==> config.mk <==
export PLATFORM = sky130hd
export DESIGN_NAME = tl_rom_slave
export DESIGN_NICKNAME = d
export VERILOG_FILES = /design/src/rtl/tl_rom_slave.sv
export SDC_FILE = /design/constraint.sdc
export NUM_CORES = 1
export LEC_CHECK = 0
export ABC_AREA = 1
export CAP_MARGIN = 20
export CORE_MARGIN = 2
export CORE_UTILIZATION = 45
export CTS_CLUSTER_SIZE = 14
export DETAILED_ROUTE_END_ITERATION = 10
export PLACE_DENSITY = 0.71
export SKIP_CTS_REPAIR_TIMING = 1
export SYNTH_ARGS = -nofsm -noshare
export SYNTH_HDL_FRONTEND = slang
export SYNTH_SLANG_ARGS = --single-unit
==> constraint.sdc <==
create_clock -name clock -period 12.1 [get_ports clock]
set_clock_uncertainty 0.1 [all_clocks]
set_input_delay 2.42 -clock clock [delete_from_list [all_inputs] [get_ports clock]]
set_output_delay 2.42 -clock clock [all_outputs]
set_load 0.01 [all_outputs]
==> src/rtl/tl_rom_slave.sv <==
// Read-only TileLink-UL slave: single-beat Gets served from a synchronous ROM macro,
// with a one-entry address/ROM pipeline stage feeding an in-order response queue.
module tl_rom_slave #(
  parameter int unsigned SRC_W      = 10,
  parameter int unsigned ADDR_W     = 17,
  parameter int unsigned ROM_WORDS  = 4096,
  parameter int unsigned RESP_DEPTH = 3
) (
  input  logic                         clock,
  input  logic                         reset,
  output logic                         auto_in_a_ready,
  input  logic                         auto_in_a_valid,
  input  logic [2:0]                   auto_in_a_bits_opcode,
  input  logic [2:0]                   auto_in_a_bits_param,
  input  logic [1:0]                   auto_in_a_bits_size,
  input  logic [SRC_W-1:0]             auto_in_a_bits_source,
  input  logic [ADDR_W-1:0]            auto_in_a_bits_address,
  input  logic [7:0]                   auto_in_a_bits_mask,
  input  logic                         auto_in_a_bits_corrupt,
  input  logic                         auto_in_d_ready,
  output logic                         auto_in_d_valid,
  output logic [1:0]                   auto_in_d_bits_size,
  output logic [SRC_W-1:0]             auto_in_d_bits_source,
  output logic [63:0]                  auto_in_d_bits_data,
  output logic                         rom_req,
  output logic [$clog2(ROM_WORDS)-1:0] rom_addr,
  input  logic [63:0]                  rom_rdata,
  output logic                         status_illegal
);

  localparam int unsigned ROM_AW = $clog2(ROM_WORDS);
  localparam int unsigned IDX_W  = ADDR_W - 3;
  localparam int unsigned PTR_W  = (RESP_DEPTH > 1) ? $clog2(RESP_DEPTH) : 1;
  localparam int unsigned CNT_W  = $clog2(RESP_DEPTH + 1);
  localparam logic [2:0]  OP_GET = 3'd4;

  typedef struct packed {
    logic [1:0]       size;
    logic [SRC_W-1:0] source;
    logic [63:0]      data;
  } resp_t;

  logic             a_ready_q;
  logic             a_ready_nxt;
  logic             a_fire;
  logic             a_illegal;
  logic             a_zero;
  logic             in_range;
  logic [IDX_W-1:0] word_idx;

  logic             p_valid_q;
  logic [1:0]       p_size_q;
  logic [SRC_W-1:0] p_source_q;
  logic [7:0]       p_mask_q;
  logic             p_zero_q;
  logic [63:0]      p_data;

  resp_t            q_mem [RESP_DEPTH];
  resp_t            q_head;
  logic [PTR_W-1:0] wr_ptr_q;
  logic [PTR_W-1:0] rd_ptr_q;
  logic [CNT_W-1:0] count_q;
  logic [CNT_W-1:0] count_nxt;
  logic             enq;
  logic             deq;
  logic             d_valid;
  logic             status_q;
  logic             unused_a;

  // Only the mask selects lanes; param and the sub-word address bits carry no meaning here.
  assign unused_a = ^{auto_in_a_bits_param, auto_in_a_bits_address[2:0]};

  function automatic logic [PTR_W-1:0] ptr_inc(input logic [PTR_W-1:0] p);
    return (32'(p) == RESP_DEPTH - 1) ? '0 : p + PTR_W'(1);
  endfunction

  // Request decode: out-of-range and illegal requests are answered with zero data.
  assign word_idx  = auto_in_a_bits_address[ADDR_W-1:3];
  assign in_range  = 32'(word_idx) < ROM_WORDS;
  assign a_illegal = (auto_in_a_bits_opcode != OP_GET) | auto_in_a_bits_corrupt;
  assign a_zero    = !in_range | a_illegal;
  assign a_fire    = auto_in_a_valid & a_ready_q;
  assign rom_req   = a_fire & !a_zero;
  assign rom_addr  = auto_in_a_bits_address[ROM_AW+2:3];

  always_ff @(posedge clock or negedge reset) begin
    if (!reset) begin
      p_valid_q  <= 1'b0;
      p_size_q   <= '0;
      p_source_q <= '0;
      p_mask_q   <= '0;
      p_zero_q   <= 1'b0;
    end else begin
      p_valid_q <= a_fire;
      if (a_fire) begin
        p_size_q   <= auto_in_a_bits_size;
        p_source_q <= auto_in_a_bits_source;
        p_mask_q   <= auto_in_a_bits_mask;
        p_zero_q   <= a_zero;
      end
    end
  end

  // Lane masking of the ROM word arriving one cycle after the request.
  always_comb begin
    p_data = '0;
    for (int i = 0; i < 8; i++) begin
      if (p_mask_q[i] && !p_zero_q) begin
        p_data[8*i +: 8] = rom_rdata[8*i +: 8];
      end
    end
  end

  assign d_valid = (count_q != '0);
  assign enq     = p_valid_q;
  assign deq     = d_valid & auto_in_d_ready;
  assign q_head  = q_mem[rd_ptr_q];

  // Occupancy one cycle ahead, so a_ready comes straight from a flop.
  always_comb begin
    count_nxt = count_q;
    if (enq && !deq) begin
      count_nxt = count_q + CNT_W'(1);
    end else if (deq && !enq) begin
      count_nxt = count_q - CNT_W'(1);
    end
    a_ready_nxt = (32'(a_fire) + 32'(count_nxt)) < RESP_DEPTH;
  end

  always_ff @(posedge clock or negedge reset) begin
    if (!reset) begin
      wr_ptr_q  <= '0;
      rd_ptr_q  <= '0;
      count_q   <= '0;
      a_ready_q <= 1'b0;
      status_q  <= 1'b0;
    end else begin
      if (enq) begin
        wr_ptr_q <= ptr_inc(wr_ptr_q);
      end
      if (deq) begin
        rd_ptr_q <= ptr_inc(rd_ptr_q);
      end
      count_q   <= count_nxt;
      a_ready_q <= a_ready_nxt;
      if (a_fire && a_illegal) begin
        status_q <= 1'b1;
      end
    end
  end

  // Payload storage needs no reset: the head is only visible while count is nonzero.
  always_ff @(posedge clock) begin
    if (enq) begin
      q_mem[wr_ptr_q] <= '{size: p_size_q, source: p_source_q, data: p_data};
    end
  end

  assign auto_in_a_ready       = a_ready_q;
  assign auto_in_d_valid       = d_valid;
  assign auto_in_d_bits_size   = d_valid ? q_head.size   : '0;
  assign auto_in_d_bits_source = d_valid ? q_head.source : '0;
  assign auto_in_d_bits_data   = d_valid ? q_head.data   : '0;
  assign status_illegal        = status_q;

endmodule

# After elaboration in Yosys (flattened, before gate mapping)
# Memory sizes are Yosys's and may differ from the RTL's.
# Cells that the tools add are included.
[totals] elab_cells=60 n_memories=1 out_inout_bits=92 ramBits=228 regBits=30
[mem_list] memory="q_mem" words=3 word_bits=76 rd=1 rd_clocked_by_memory_dff=0 wr=1 line_no="58" source="resp_t q_mem [RESP_DEPTH];"
[op_classes] n_lt_le_gt_ge=2 reduce_logical=17 n_mux=17 bitwise_logic=5 n_addsub=5 eq_ne=3
[op_table] op="2-to-1 mux 64 bit" n=1
[op_table] op="2-to-1 mux 8 bit" n=8
[op_table] op="< comparator 14 x 13 -> 1 bit (second input constant)" n=1
[op_table] op="logical AND 1 bit" n=11
[op_table] op="2-to-1 mux 10 bit" n=1
[op_table] op="2-to-1 mux 2 bit" n=5
[op_table] op="adder 2 x 1 -> 2 bit (second input constant)" n=3
[op_table] op="zero test 1 bit" n=5
[op_table] op="== test 2 bit (second input constant)" n=2
[op_table] op="adder 1 x 2 -> 3 bit" n=1
[op_table] op="AND 1 bit" n=3
[op_table] op="< comparator 3 x 2 -> 1 bit (second input constant)" n=1
[op_table] op="inequality test 3 bit (second input constant)" n=1
[op_table] op="2-to-1 mux 1 bit" n=2
[op_table] op="OR 1 bit" n=2
[op_table] op="nonzero test 2 bit" n=1
[op_table] op="subtractor 2 x 1 -> 2 bit (second input constant)" n=1

# Depth between registers and ports, before layout
[logic_depth] word_depth=7 ltp_mapped=11 mapped_depth_nobuf=11

# Least setup slack after synthesis
# No wires, ideal clock.
[synth_path] kind="register to register" start="register p_valid_q, in the netlist enq" end="memory q_mem[2][0] (netlist name), enable pin" t_arrival_ps=5629 setup_slack_ps=5767 path_stages_with_launch=3 required_time_ps=11396 synth_period_minus_slack_ps=6333 setup_time_ps=604 n_path_buf=0 path_cell_list="dfrtp_1 -> inv_1 -> nor3_1"
[synth_between] elab_chain_len=2
[synth_lines] item="start: declaration" line_no="51" source="logic p_valid_q;"
[synth_lines] item="start signal: assignment" line_no="94" source="p_valid_q <= a_fire;"
[synth_lines] item="2-to-1 mux 1 bit" line_no="154" source="if (enq) begin"
[synth_lines] item="2-to-1 mux 1 bit (implied by the code)" line_no="155" source="q_mem[wr_ptr_q] <= '{size: p_size_q, source: p_source_q, data: p_data};"
[synth_lines] item="end: declaration" line_no="58"
# No other way between the ends.

# Worst setup path after layout
[layout_path] start="input auto_in_a_valid" end="output rom_req"
[layout_between] elab_chain_len=2
[layout_lines] item="start: declaration" line_no="12" source="input logic auto_in_a_valid,"
[layout_lines] item="AND 1 bit" line_no="82" source="assign a_fire = auto_in_a_valid & a_ready_q;"
[layout_lines] item="AND 1 bit" line_no="83" source="assign rom_req = a_fire & !a_zero;"
[layout_lines] item="end: declaration" line_no="25" source="output logic rom_req,"
# No other way between the ends.

==> results.md <==
* Status: complete, no violations
* Post-route cell area at 13500 um2
* # IOs at 204
* Syn Area/Cell at 10.6 um2
* Pre-CTS setup slack at 5.22 ns
* PnR worst setup slack at 5.21 ns
* Final Max Tran Viols at 0
* Area of the die at 25400 um2
* Delay of the slowest critical-path stage at 0.56 ns
* Peak VDD IR at 0.000115 V
* Layout cells sized above 1 at 4.69%
* Fin crit period at 6.89 ns
* Largest area contributor in the netlist: edfxtp_1
* Congestion Overflow GR at 0
* Vias per Instance at 4.80
* Largest net degree at the start of global routing at 80
* Final Cycle Share at 56.9%
* Sequential power share at 40.8%
* Lkg Pwr at 0.00585 uW
* H-tree depth at 1
* Post-synthesis sequential area ratio at 70.1%
* Initial DRT Pass Iterations at 5
* Top-area cell type share of the netlist area at 63.1%
* Initial antenna violation count at 0
* Sequential Area at 7600 um2
* IO Port Bufs at 173
* Die H at 159 um
* DR iter-0 viols at 415
* Dpl cells at 1463
* Inserted Diodes at 0
* Starting Density at 46.1%
* Setup CP Type: primary input to primary output
* Slew headroom at 29.4%
* WP buf/inv at 5
* First-pass GRT wire length at 36.9 mm
* Routed WL at 23.4 mm
* Mapped Cells at 1020
* Clock power share at 23.8%
* Int Power at 2130 uW
* Register bit total from synthesis at 258
* Sw power at 1090 uW
* CTS tree: built
* Highest net fanout along the worst path at 22
* Die Wd at 159 um
* Footprint of the multi-input gates at 2300 um2
* DP Area at 12700 um2
* Crit-path cells: clkdlybuf4s50_1, nand2_1, buf_4, inv_1, buf_4, nand2_1, nor2_1, clkdlybuf4s50_1
* CP Capture Type: primary output
* Cell Pwr Density at 238 nW/um2
* CTS buffer count at 27
* Hold/Removal Path Class: flop to flop
* Largest cells by area after synthesis: edfxtp_1 63%, nand2_1 11%, nand3_1 7.3%
* Core area at 23500 um2
* Synth warnings at 0
* Placer Congestion at 0.727
* Synth Cell Area at 10800 um2
* Layout Cells excl Fill at 1512
* Root Buffer: clkbuf_16
* Number of global-route vias before repair at 7104
* HPWL after DPL at 13.3 mm
* Power Total at 3210 uW
* Fillcell total at 2020
* Yosys cell types at 17
* Max clock buf depth at 3
* CP required at 9.58 ns
* Unrepaired setup endpoints after global routing: false
* Max cap viols at 0
* Clk sinks at 258
* Achievable Freq at 145 MHz
* Via Count at 7252
* Clock latency at the later pin of the worst-skew pair at 0.51 ns
* Worst Setup Start Kind: primary input
* Switch share at 33.8%
* Setup TNS at 0 ns
* CP Data Arrival Time at 4.37 ns
* Nets at 1288
* Syn_nets at 1135
* Total GRT Usage at 18.3%
* Final setup fails at 0
* P&R area growth vs syn at 24.6%
* Antenna-violating nets left at 0
* Least-Margin Pin Slew at 1.06 ns
* Clock transition at the registers of the reported paths at 0.06 ns
* DRC at 0
* Final Hold Fails at 0
* Routed WL per cell at 15.5 um
* Proportion of power drawn by combinational gates at 35.3%
* Top delay family on crit path: buffers and inverters
* Rows at 56
* CP max-delay cell: clkdlybuf4s50_1
layer usage:
metal,track usage [%],share of wire [%],vias up
li1,-,-,3591
met1,23.4,43,3444
met2,32.5,50,191
met3,3.46,5.7,26
met4,4.01,1.4,0
met5,0,0,-
Yosys cell counts, drive strengths merged:
master,n
a21oi,1
buf,45
clkbuf,13
clkinv,1
dfrtp,30
edfxtp,228
ha,3
inv,154
nand2,312
nand3,159
nor2,70
nor3,1
o21ai,3
state kept, by name, summed over array words and instances, names as in the netlist:
| register | flops |
|---|---|
| enq | 1 |
| count_q | 2 |
| p_size_q | 2 |
| p_source_q | 10 |
| p_mask_q | 8 |
| wr_ptr_q | 2 |
| p_zero_q | 1 |
| status_illegal | 1 |
| q_mem | 228 |
| auto_in_a_ready | 1 |
| rd_ptr_q | 2 |
path summary, 6_finish.rpt:
kind,from,end,slack (ns),depth (start not counted)
max reg2reg,rd_ptr_q[1]$_DFFE_PN0P_,rd_ptr_q[1]$_DFFE_PN0P_,9.52,3
min reg2reg,status_illegal$_DFFE_PN0P_,status_illegal$_DFFE_PN0P_,0.38,2
max in group asynchronous,reset,rd_ptr_q[1]$_DFFE_PN0P_,9.50,1
min,status_illegal$_DFFE_PN0P_,status_illegal$_DFFE_PN0P_,0.38,2
max,auto_in_a_valid,rom_req,5.21,8
min in group asynchronous,reset,p_mask_q[7]$_DFFE_PN0N_,1.86,1
logic make-up after synthesis:
| family | Yosys count | synth area share (%) |
|---|---|---|
| AND/OR/NAND/NOR | 542 | 20.7 |
| buffers and inverters | 213 | 8.73 |
| adder cells (fa/ha/maj) | 3 | 0.346 |
| flip-flops | 258 | 70.1 |
| AO/OA/AOI/OAI | 4 | 0.185 |
layout make-up:
class / instances / area share, %
Sequential cell: 258 / 56.3
Multi-Input combinational cell: 549 / 17.1
Timing Repair Buffer: 182 / 13.3
Clock buffer: 41 / 5.61
Inverter: 155 / 4.33
Tap cell: 319 / 2.95
Clock inverter: 8 / 0.491
per-stage QoR:
stage / util [%] / hold slack, ns
2_1_floorplan: - / 0.349
5_1_grt: 57.4 / 0.409
3_3_place_gp: 53.9 / 0.355
3_5_place_dp: 53.9 / 0.366
4_1_cts: 57.4 / 0.382
6_report: 57.4 / 0.379
power by group through the flow:
stage / clock network [uW] / logic (uW) / registers [uW]
floorplan: 0 / 698 / 1250
global placement: 0 / 1150 / 1330
detailed placement: 0 / 1150 / 1330
CTS: 782 / 1160 / 1310
global route: 816 / 1270 / 1330
finish: 766 / 1140 / 1310
cells in the final DEF (no fill, tap or decap), drive strengths merged, types with 9 or more instances in the layout:
| master | n |
|---|---|
| nand2 | 312 |
| edfxtp | 228 |
| clkdlybuf4s50 | 172 |
| nand3 | 159 |
| inv | 153 |
| nor2 | 70 |
| clkbuf | 41 |
| dfrtp | 30 |
| buf | 10 |
| clkinv | 9 |
worst register-to-register path: cells and delay by family (launching register included):
family / cells / cell delay (ns)
flip-flops: 1 / 1.11
buffers and inverters: 1 / 0.85
AND/OR/NAND/NOR: 1 / 0.28
AO/OA/AOI/OAI: 1 / 0.10
Note: power is estimated with default switching activity, not from simulation.
